[src/rtl/instr_loader.sv]
// Boot loader: framed byte stream (SYNC, count, big-endian words, XOR checksum) into instruction ROM.
// Optional inactivity timeout enabled by defining LOADER_TIMEOUT_EN.
module instr_loader #(
  parameter int          N       = 5,
  parameter logic [7:0]  SYNC    = 8'hA5,
  parameter int          TIMEOUT = 1024
) (
  input  logic         Clk,
  input  logic         Reset,
  input  logic [7:0]   in_data,
  input  logic         in_valid,
  output logic         in_ready,
  output logic         wr_en,
  output logic [N-1:0] wr_addr,
  output logic [31:0]  wr_data,
  output logic         cpu_reset,
  output logic         done,
  output logic         error,
  output logic [N:0]   words_loaded
);

  typedef enum logic [2:0] {IDLE, COUNT, DATA, CHECK, DONE, ERROR} state_t;

  state_t       state, state_next;
  logic         accept;
  logic         count_ok;
  logic         last_word;
  logic         timed_out;
  logic [N:0]   frame_len;
  logic [1:0]   byte_idx;
  logic [23:0]  word_buf;
  logic [7:0]   checksum;

  assign in_ready  = (state != DONE);
  assign accept    = in_valid && in_ready;
  assign count_ok  = (in_data != 8'd0) && (int'(in_data) <= (1 << N));
  assign last_word = ((words_loaded + (N+1)'(1)) == frame_len);

`ifdef LOADER_TIMEOUT_EN
  localparam int TW = $clog2(TIMEOUT + 1);
  logic [TW-1:0] idle_cnt;

  // Counts cycles since the last accepted byte or state change; saturates at the limit.
  always_ff @(posedge Clk) begin
    if (Reset || accept || (state_next != state)) idle_cnt <= '0;
    else if (!timed_out)                          idle_cnt <= idle_cnt + TW'(1);
  end

  assign timed_out = (idle_cnt == TW'(TIMEOUT - 1));
`else
  assign timed_out = 1'b0;
`endif

  always_ff @(posedge Clk) begin
    if (Reset) state <= IDLE;
    else       state <= state_next;
  end

  // NOTE: state_next gets its default before the case so no path leaves it unassigned (no latch).
  always_comb begin
    state_next = state;
    case (state)
      IDLE:    if (accept && in_data == SYNC) state_next = COUNT;
      COUNT:   if (accept) state_next = count_ok ? DATA : ERROR;
      DATA:    if (accept && byte_idx == 2'd3 && last_word) state_next = CHECK;
      CHECK:   if (accept) state_next = (in_data == checksum) ? DONE : ERROR;
      DONE:    state_next = DONE;
      ERROR:   if (accept && in_data == SYNC) state_next = COUNT;
      default: state_next = IDLE;
    endcase
    if (timed_out && !accept && (state inside {COUNT, DATA, CHECK}))
      state_next = ERROR;
  end

  // NOTE: all sequential state uses non-blocking assignments so every register samples pre-edge values.
  always_ff @(posedge Clk) begin
    if (Reset) begin
      wr_en        <= 1'b0;
      wr_addr      <= '0;
      wr_data      <= '0;
      cpu_reset    <= 1'b1;
      done         <= 1'b0;
      error        <= 1'b0;
      words_loaded <= '0;
      frame_len    <= '0;
      byte_idx     <= '0;
      word_buf     <= '0;
      checksum     <= '0;
    end else begin
      wr_en     <= 1'b0;
      done      <= (state_next == DONE);
      error     <= (state_next == ERROR);
      cpu_reset <= (state_next != DONE);
      if (accept) begin
        case (state)
          COUNT: if (count_ok) begin
            frame_len    <= (N+1)'(in_data);
            words_loaded <= '0;
            checksum     <= '0;
            byte_idx     <= '0;
          end
          DATA: begin
            checksum <= checksum ^ in_data;
            word_buf <= {word_buf[15:0], in_data};
            byte_idx <= byte_idx + 2'd1;
            if (byte_idx == 2'd3) begin
              wr_en        <= 1'b1;
              wr_addr      <= words_loaded[N-1:0];
              wr_data      <= {word_buf, in_data};
              words_loaded <= words_loaded + (N+1)'(1);
            end
          end
          default: ;
        endcase
      end
      // A byte index left mid-word by a timeout must not leak into the next frame.
      if (state_next == ERROR) byte_idx <= '0;
    end
  end

endmodule

[config.mk]
export PLATFORM = sky130hd
export DESIGN_NAME = instr_loader
export DESIGN_NICKNAME = d
export VERILOG_FILES = /design/src/rtl/instr_loader.sv
export SDC_FILE = /design/constraint.sdc
export NUM_CORES = 1
export LEC_CHECK = 0
export ABC_AREA = 0
export CAP_MARGIN = 15
export CORE_MARGIN = 1
export CORE_UTILIZATION = 35
export CTS_BUF_LIST = sky130_fd_sc_hd__clkbuf_8
export CTS_CLUSTER_DIAMETER = 40
export CTS_CLUSTER_SIZE = 40
export DETAILED_ROUTE_END_ITERATION = 7
export SLEW_MARGIN = 40
export SYNTH_ARGS = -nofsm -noshare
export SYNTH_HDL_FRONTEND = slang
export SYNTH_SLANG_ARGS = --single-unit
[constraint.sdc]
create_clock -name Clk -period 4.9 [get_ports Clk]
set_clock_uncertainty 0.15 [all_clocks]
set_input_delay 0.735 -clock Clk [delete_from_list [all_inputs] [get_ports Clk]]
set_output_delay 0.735 -clock Clk [all_outputs]
set_load 0.01 [all_outputs]
==> results of run 1 <==
metal layers:
layer	wire length [um]	vias up
met1	4320	1435
met2	3880	64
met4	69	0
met3	288	4
met5	0	-
li1	-	1575
path summary, 6_finish.rpt:
path / end / cells past startpoint / startpoint / slack, ns
setup / recovery: byte_idx[0] / 7 / in_valid / 2.04
hold / removal: wr_addr[0] / 2 / wr_addr[0] / 0.31
setup reg to reg: byte_idx[0] / 8 / state[1] / 2.26
hold reg to reg: wr_addr[0] / 2 / wr_addr[0] / 0.31
area by class of cell:
type	count	area, um^2
multi-input combinational	324	1700
inverter	4	15.0
sequential	90	1800
clock buffer	9	124
clock inverter	7	95.1
fill	1034	5440
timing repair buffer	62	609
tap	133	166
sequential cells by signal, summed over array words and instances (netlist names):
name,cells
state,3
done,1
error,1
wr_data,32
checksum,8
words_loaded,6
cpu_reset,1
wr_en,1
wr_addr,5
byte_idx,2
word_buf,24
frame_len,6
power by group:
part,switching [uW],internal [uW]
logic,29.3,12.8
registers,0.0890,731
clock network,292,251
total,322,995
worst register-to-register path, delay by kind of cell, from the launching register on:
family,cells,cell delay (ns)
flip-flops,1,0.48
AND/OR/NAND/NOR,4,0.92
buffers and inverters,2,0.54
AO/OA/AOI/OAI,2,0.45
through the flow:
stage / hold slack (ns) / util / cells / cell area (um^2)
after CTS: 0.310 / 0.452 / 628 / 4500
after global placement: 0.292 / 0.430 / 612 / 4280
final: 0.308 / 0.453 / 629 / 4510
after floorplan: 0.282 / - / 452 / 3650
after global routing: 0.327 / 0.453 / 629 / 4510
after detailed placement: 0.296 / 0.430 / 612 / 4280
cell families (layout without fill, tap and decap cells):
family                     after synthesis  in the layout  share of synthesized area
AOI/OAI and AO/OA                       96             96                      0.153
xor gates and xnor gates                18             18                     0.0432
adders and majority gates                2              2                    0.00686
buffers and inverters                   38             82                     0.0418
DFF                                     90             90                      0.494
muxes                                   14             14                     0.0387
and+or+nand+nor                        194            194                      0.223
cell usage in the layout, fill, tap and decap left out, types with 2 or more instances in the layout:
cell | netlist | layout
clkdlybuf4s50_1 | 0 | 57
and3_1 | 3 | 2
xor2_1 | 7 | 7
mux2i_1 | 13 | 13
nor2_1 | 27 | 27
nor4_1 | 2 | 2
a21oi_1 | 66 | 66
nor3_2 | 2 | 2
and2_1 | 3 | 2
nor3_1 | 2 | 2
clkbuf_8 | 0 | 9
ha_1 | 2 | 2
a31oi_1 | 3 | 3
o21ai_0 | 5 | 5
o211a_1 | 4 | 4
dfxtp_1 | 90 | 90
a311oi_1 | 2 | 2
inv_8 | 0 | 2
inv_1 | 4 | 4
buf_4 | 1 | 3
xnor2_1 | 11 | 11
clkinv_4 | 0 | 2
nand3_1 | 7 | 7
a22oi_1 | 8 | 8
nand2_1 | 140 | 139
==> results.toml, run 1 <==
[status]
status = "finished, final reports clean"

[placement]
port_buffers = 58
dp_hpwl_um = 5610
dp_slack_ns = 1.65
gp_congestion = 0.837

[timing]
finalMaxSlewViolations = 0
setup-tns-final_ns = 0
setup_viol = 0
slew_headroom = 0.512
tightestPinTransition_ns = 0.732
period_needed_ns = 2.86
fin_crit_sh = 0.583
timing.fmax_mhz = 350
hold_viol = 0
rsz0062_at_grt = "no"
setup_slack_ns = 2.04

[routing]
drc_errors = 0
ant_nets = 0
drt_wl_total_um = 8560
drtIter0Drc = 142
avgRoutedWirePerCell_um = 13.6
drtPass1Iterations = 4
vias = 3078
via_per_inst = 4.89

[cts]
numClockSinks = 90
cts_tree = "built"
postCtsSetupBuffers = 0
clk_pin_slew_ns = 0.10
clock_latency_ns = 0.35
clockBufferDepth = 2
post_cts_resized = 0
clock-root-buffer = "clkbuf_8"
h-tree-depth = 3
cts_hold_buffers = 0
numCtsBuffers = 9

[worst_setup_path]
crit_family = "buffers and inverters"
cp.required_ns = 4.99
crit_arrival_ns = 2.95
worst-path-max-fanout = 17
cp_slowest_cell = "clkdlybuf4s50_1"
cp-end-kind = "flip-flop"
startpoint_type = "input pin"
critical_path_class = "in2reg"
crit_buf_inv = 1
crit_path_cell_trace = "clkdlybuf4s50_1, nand2_1, or4b_1, o22ai_1, a41o_1, nor3_2, o211a_1"
slowest_delay_ns = 0.88

[synth]
ys_warn_count = 0
avgSynthCellArea_um2 = 8.07
synthDistinctLibCells = 41
syn_inst = 452
async_flop_share = 0
yosys-top-cells-count = "140 x nand2_1, 90 x dfxtp_1, 66 x a21oi_1, 27 x clkbuf_1, 27 x nor2_1"
yosysTopAreaCell = "dfxtp_1"
synth_nets = 465
synth_enable_flop_cells = 0
synth.most_common_cell = "nand2_1"
yosysSeqAreaShare = 0.494
synthesis.area_um2 = 3650
yosysTopAreaCellShare = 0.494
synth_ff_type = "dfxtp_1"
ys_seq_elements = 90
synth_area_leaders = "dfxtp_1 49%, nand2_1 14%, a21oi_1 9.1%, mux2i_1 3.6%, clkbuf_1 2.8%"

[floorplan]
die_area_um2 = 10800
pin_count = 59
core_area_um2 = 9950
die-width_um = 104
die_h_um = 104
row_count = 36
initial_core_util = 0.367

[job]
cap_violations = 0

[global_routing]
grt_antenna_before_repair = 0
use_met2 = 0.250
track_usage = 0.162
grt_max_degree = 46
use_met3 = 0.0257
use_met1 = 0.225
grt_pass1_vias = 2764
grt_overflow = 0
grt_pass1_wl_um = 14100
grt-busiest-layer = "met2"

[layout]
drive_above_1_share = 0.0645
diodes = 0
fin_nets = 504
area_delta_synth_final_pct = 23.6

[power]
peakVddDrop_mv = 0.146
fin_total_pwr_uw = 1320
p_per_area_nw_per_um2 = 292
power.leakage_uw = 0.00152

[worst_hold_path]
hold_class = "reg2reg"
Note: power is estimated with default switching activity, not from simulation.
==> run 2, diff against run 1 <==
==> constraint.sdc (replaced) <==
create_clock -name Clk -period 2.6 [get_ports Clk]
set_clock_uncertainty 0.15 [all_clocks]
set_input_delay 0.39 -clock Clk [delete_from_list [all_inputs] [get_ports Clk]]
set_output_delay 0.39 -clock Clk [all_outputs]
set_load 0.01 [all_outputs]
==> results.toml, run 2 (synthesis gave the netlist of run 1 again) <==
[timing]
hold_viol = 0
period_needed_ns = 2.21
setup-tns-final_ns = 0
rsz0062_at_grt = "no"
fin_crit_sh = 0.851
finalMaxSlewViolations = 0
holdWs_ns = 0.296
slew_headroom = 0.693
setup_viol = 0
tightestPinTransition_ns = 0.461
timing.fmax_mhz = 452

[layout]
layout_commonest_cell = "nand2_1"
multi_input_area_um2 = 1700
ff_latch_area_um2 = 1800
largest_register_ff_count = 32
fin_nets = 517
fillCellCount = 1007
fin_area_um2 = 4590
finalNonFillerCells = 642
layout_common_cells = "140 x nand2_1, 90 x dfxtp_1, 66 x a21oi_1"
diodes = 0
area_delta_synth_final_pct = 25.9
largest_registers = "wr_data: 32 flops, word_buf: 24 flops, checksum: 8 flops"
max_flop_register = "wr_data"
drive_above_1_share = 0.0806

[cts]
clockBufferDepth = 2
postCtsSetupBuffers = 0
cts_hold_buffers = 0
clock-root-buffer = "clkbuf_8"
h-tree-depth = 3
numClockSinks = 90
numCtsBuffers = 9
post_cts_resized = 0
clock_latency_ns = 0.36
cts_tree = "built"
clk_pin_slew_ns = 0.09

[routing]
drtIter0Drc = 136
vias = 3178
via_per_inst = 4.95
ant_nets = 0
avgRoutedWirePerCell_um = 13.9
drt_wl_total_um = 8890
drc_errors = 0
drtPass1Iterations = 4

[floorplan]
die_h_um = 104
core_area_um2 = 9950
pin_count = 59
initial_core_util = 0.367
die_area_um2 = 10800
row_count = 36
die-width_um = 104

[worst_setup_path]
cp.required_ns = 2.71
crit_arrival_ns = 2.32
cp-end-kind = "flip-flop"
worst-path-max-fanout = 7
critical_path_class = "in2reg"
startpoint_type = "input pin"
ff2ff_setup_slack_ns = 0.41

[power]
p_per_area_nw_per_um2 = 530
intPower_uw = 1860
p_seq_frac = 0.565
fin_total_pwr_uw = 2440
power.leakage_uw = 0.00157
power_frac_comb = 0.037
p_sw_uw = 574
peakVddDrop_mv = 0.234
swShare = 0.236
power_frac_clock = 0.398

[global_routing]
grt_antenna_before_repair = 0
grt_pass1_vias = 3068
grt_max_degree = 44
track_usage = 0.174
grt_overflow = 0
grt_pass1_wl_um = 15100

[placement]
dpl.cell_count = 626
dp_hpwl_um = 6130
dpl_cell_area_um2 = 4390
gp_congestion = 0.992
port_buffers = 58

[job]
cap_violations = 0

[status]
status = "finished, final reports clean"

[worst_hold_path]
hold_class = "in2reg"
run 2: final timing paths:
kind,from,to,depth (start not counted)
worst max-delay path,in_data[0],byte_idx[0],7
worst min-delay path,Reset,frame_len[0],2
worst max register to register,words_loaded[1],byte_idx[0],7
worst min register to register,wr_data[23],wr_data[23],2
run 2: power groups by stage:
stage	Clock [uW]	Combinational (uW)	Sequential [uW]
floorplan	0	50.1	1410
CTS	998	90.5	1380
global route	1060	98.0	1380
global placement	0	89.0	1410
finish	969	90.5	1380
detailed placement	0	90.0	1410
run 2: final cells by class:
| class | instances | share of cell area |
|---|---|---|
| flip-flops and latches | 90 | 0.392 |
| inverters | 4 | 0.00327 |
| clock inverters | 7 | 0.0166 |
| clock buffers | 9 | 0.0270 |
| repair buffers | 75 | 0.156 |
| well taps | 133 | 0.0362 |
| multi-input cells | 324 | 0.369 |
run 2: through the flow:
stage | setup slack, ns | utilization
6_report | 0.386 | 0.462
5_1_grt | 0.202 | 0.462
4_1_cts | 0.390 | 0.462
2_1_floorplan | 0.611 | -
3_5_place_dp | 0.0267 | 0.441
3_3_place_gp | 0.0906 | 0.441
run 2: worst max-delay path: stages:
cell and delay, ns:
clkdlybuf4s50_1 0.64, nand2_1 0.11, or4b_1 0.54, o22ai_1 0.19, a41o_1 0.15, nor3_2 0.08, o211a_1 0.22
run 2: metal layers:
| layer | track usage | vias up | share of wire |
|---|---|---|---|
| met1 | 0.230 | 1488 | 0.49 |
| li1 | - | 1606 | - |
| met3 | 0.0395 | 17 | 0.040 |
| met2 | 0.270 | 67 | 0.45 |
| met4 | 0.0735 | 0 | 0.024 |
| met5 | 0 | - | 0 |
==> edit, RTL diff (flow settings as in run 1) <==
The parameter `N` goes from 5 to 4.
--- a/src/rtl/instr_loader.sv
+++ b/src/rtl/instr_loader.sv
@@ -2,5 +2,5 @@
 // Optional inactivity timeout enabled by defining LOADER_TIMEOUT_EN.
 module instr_loader #(
-  parameter int          N       = 5,
+  parameter int          N       = 4,
   parameter logic [7:0]  SYNC    = 8'hA5,
   parameter int          TIMEOUT = 1024
Interface: changed (resized words_loaded and wr_addr); port bits go from 59 to 57. No check against the original RTL was run, so the function may have changed too.
==> edit against run 1 <==
  * Design area is 4.2% lower
  * Wire length is 5.8% lower
  * Clock power is 9.8% lower
  * Core utilization is 0.89 points lower
  * Synthesized area is 4.4% lower
  * Total power is 6.1% lower
  * Largest cell class unchanged
  * Via count is 2.1% lower
  * Critical endpoint is now in_ready
  * Worst setup slack better by 1.1 ps
  * Sequential cell count is 3 lower
==> edit: results (changes against run 1) <==
largest net degree at the start of global routing 62 (+35%); Reg-to-Reg End wr_data[6]; Non-clk bufs 60 (-3.2%); WP data arrival 1970 ps (-980 ps); fraction of area in registers 40.3% (+0.36 points); Reg2Reg Depth 5 (-3); status finished clean; Critical Path Slowest Stage Cell dfxtp_1; Synth Instances 434 (-4.0%); fraction of area in multi-input gates 37.5% (-0.23 points); Worst-Margin Slew 709 ps (-23.0 ps); port bufs 56 (-3.4%); Syn Nets 447 (-3.9%); largest cells by area after synthesis dfxtp_1 50%, nand2_1 14%, a21oi_1 11%; Place WS 1710 ps (+61.6 ps); worst setup margin 2040 ps (+1.14 ps); clk cell area share 4.72% (-0.14 points); hold worst-path end wr_data[28]; GPL Wtd Cong 0.864 (+3.3%); M1 WL 3990 um (-7.7%); Hold Crit Start word_buf[20]; wire length on met3 312 um (+8.3%); Placement Cell Area 4120 um2 (-3.7%); first-pass GRT wire length 13300 um (-5.5%); Placed Cells 595 (-2.8%); Top Family by Delay on Critical Path flip-flops; LEAKAGE 1.36 nW (-11%); Critical path destination in_ready; inverter count 1 (-3); post-synth cell types 44 (+7.3%); layout cells sized above 1 6.69% (+0.24 points); NumNets Final 486 (-3.6%); Max Fanout on Critical Path 10 (-7); via count 3012 (-2.1%); CP max stage delay 600 ps (-280 ps)
edit: cell count changes in the layout (fill, tap and decap cells not counted), sizes merged, moves of 5 or more:
cell   change
a21oi     +15
a22oi      -7
mux2i     -12
nand2      -7
nor2      -10
xor2       -5
edit: tightest hold or removal path, stage by stage, from the launching register on:
cell,delay [ps]
dfxtp_1,320
nand2_1,60
a21oi_1,50
edit: cells by family after synthesis:
family                     after synthesis  share of synthesized area, %
and+or+nand+nor                        193                          24.8
AOI/OAI and AO/OA                      103                          16.1
DFF                                     87                          49.9
buffers and inverters                   33                          4.27
xor gates and xnor gates                15                          3.98
adders and majority gates                2                         0.717
muxes                                    1                         0.287
edit: power breakdown:
group / leakage [nW] / internal [W] / switching, W
combinational: 0.557 / 0.0000130 / 0.0000267
sequential: 0.700 / 0.000706 / 0.000000107
clock: 0.0990 / 0.000201 / 0.000289
total: 1.36 / 0.000921 / 0.000315
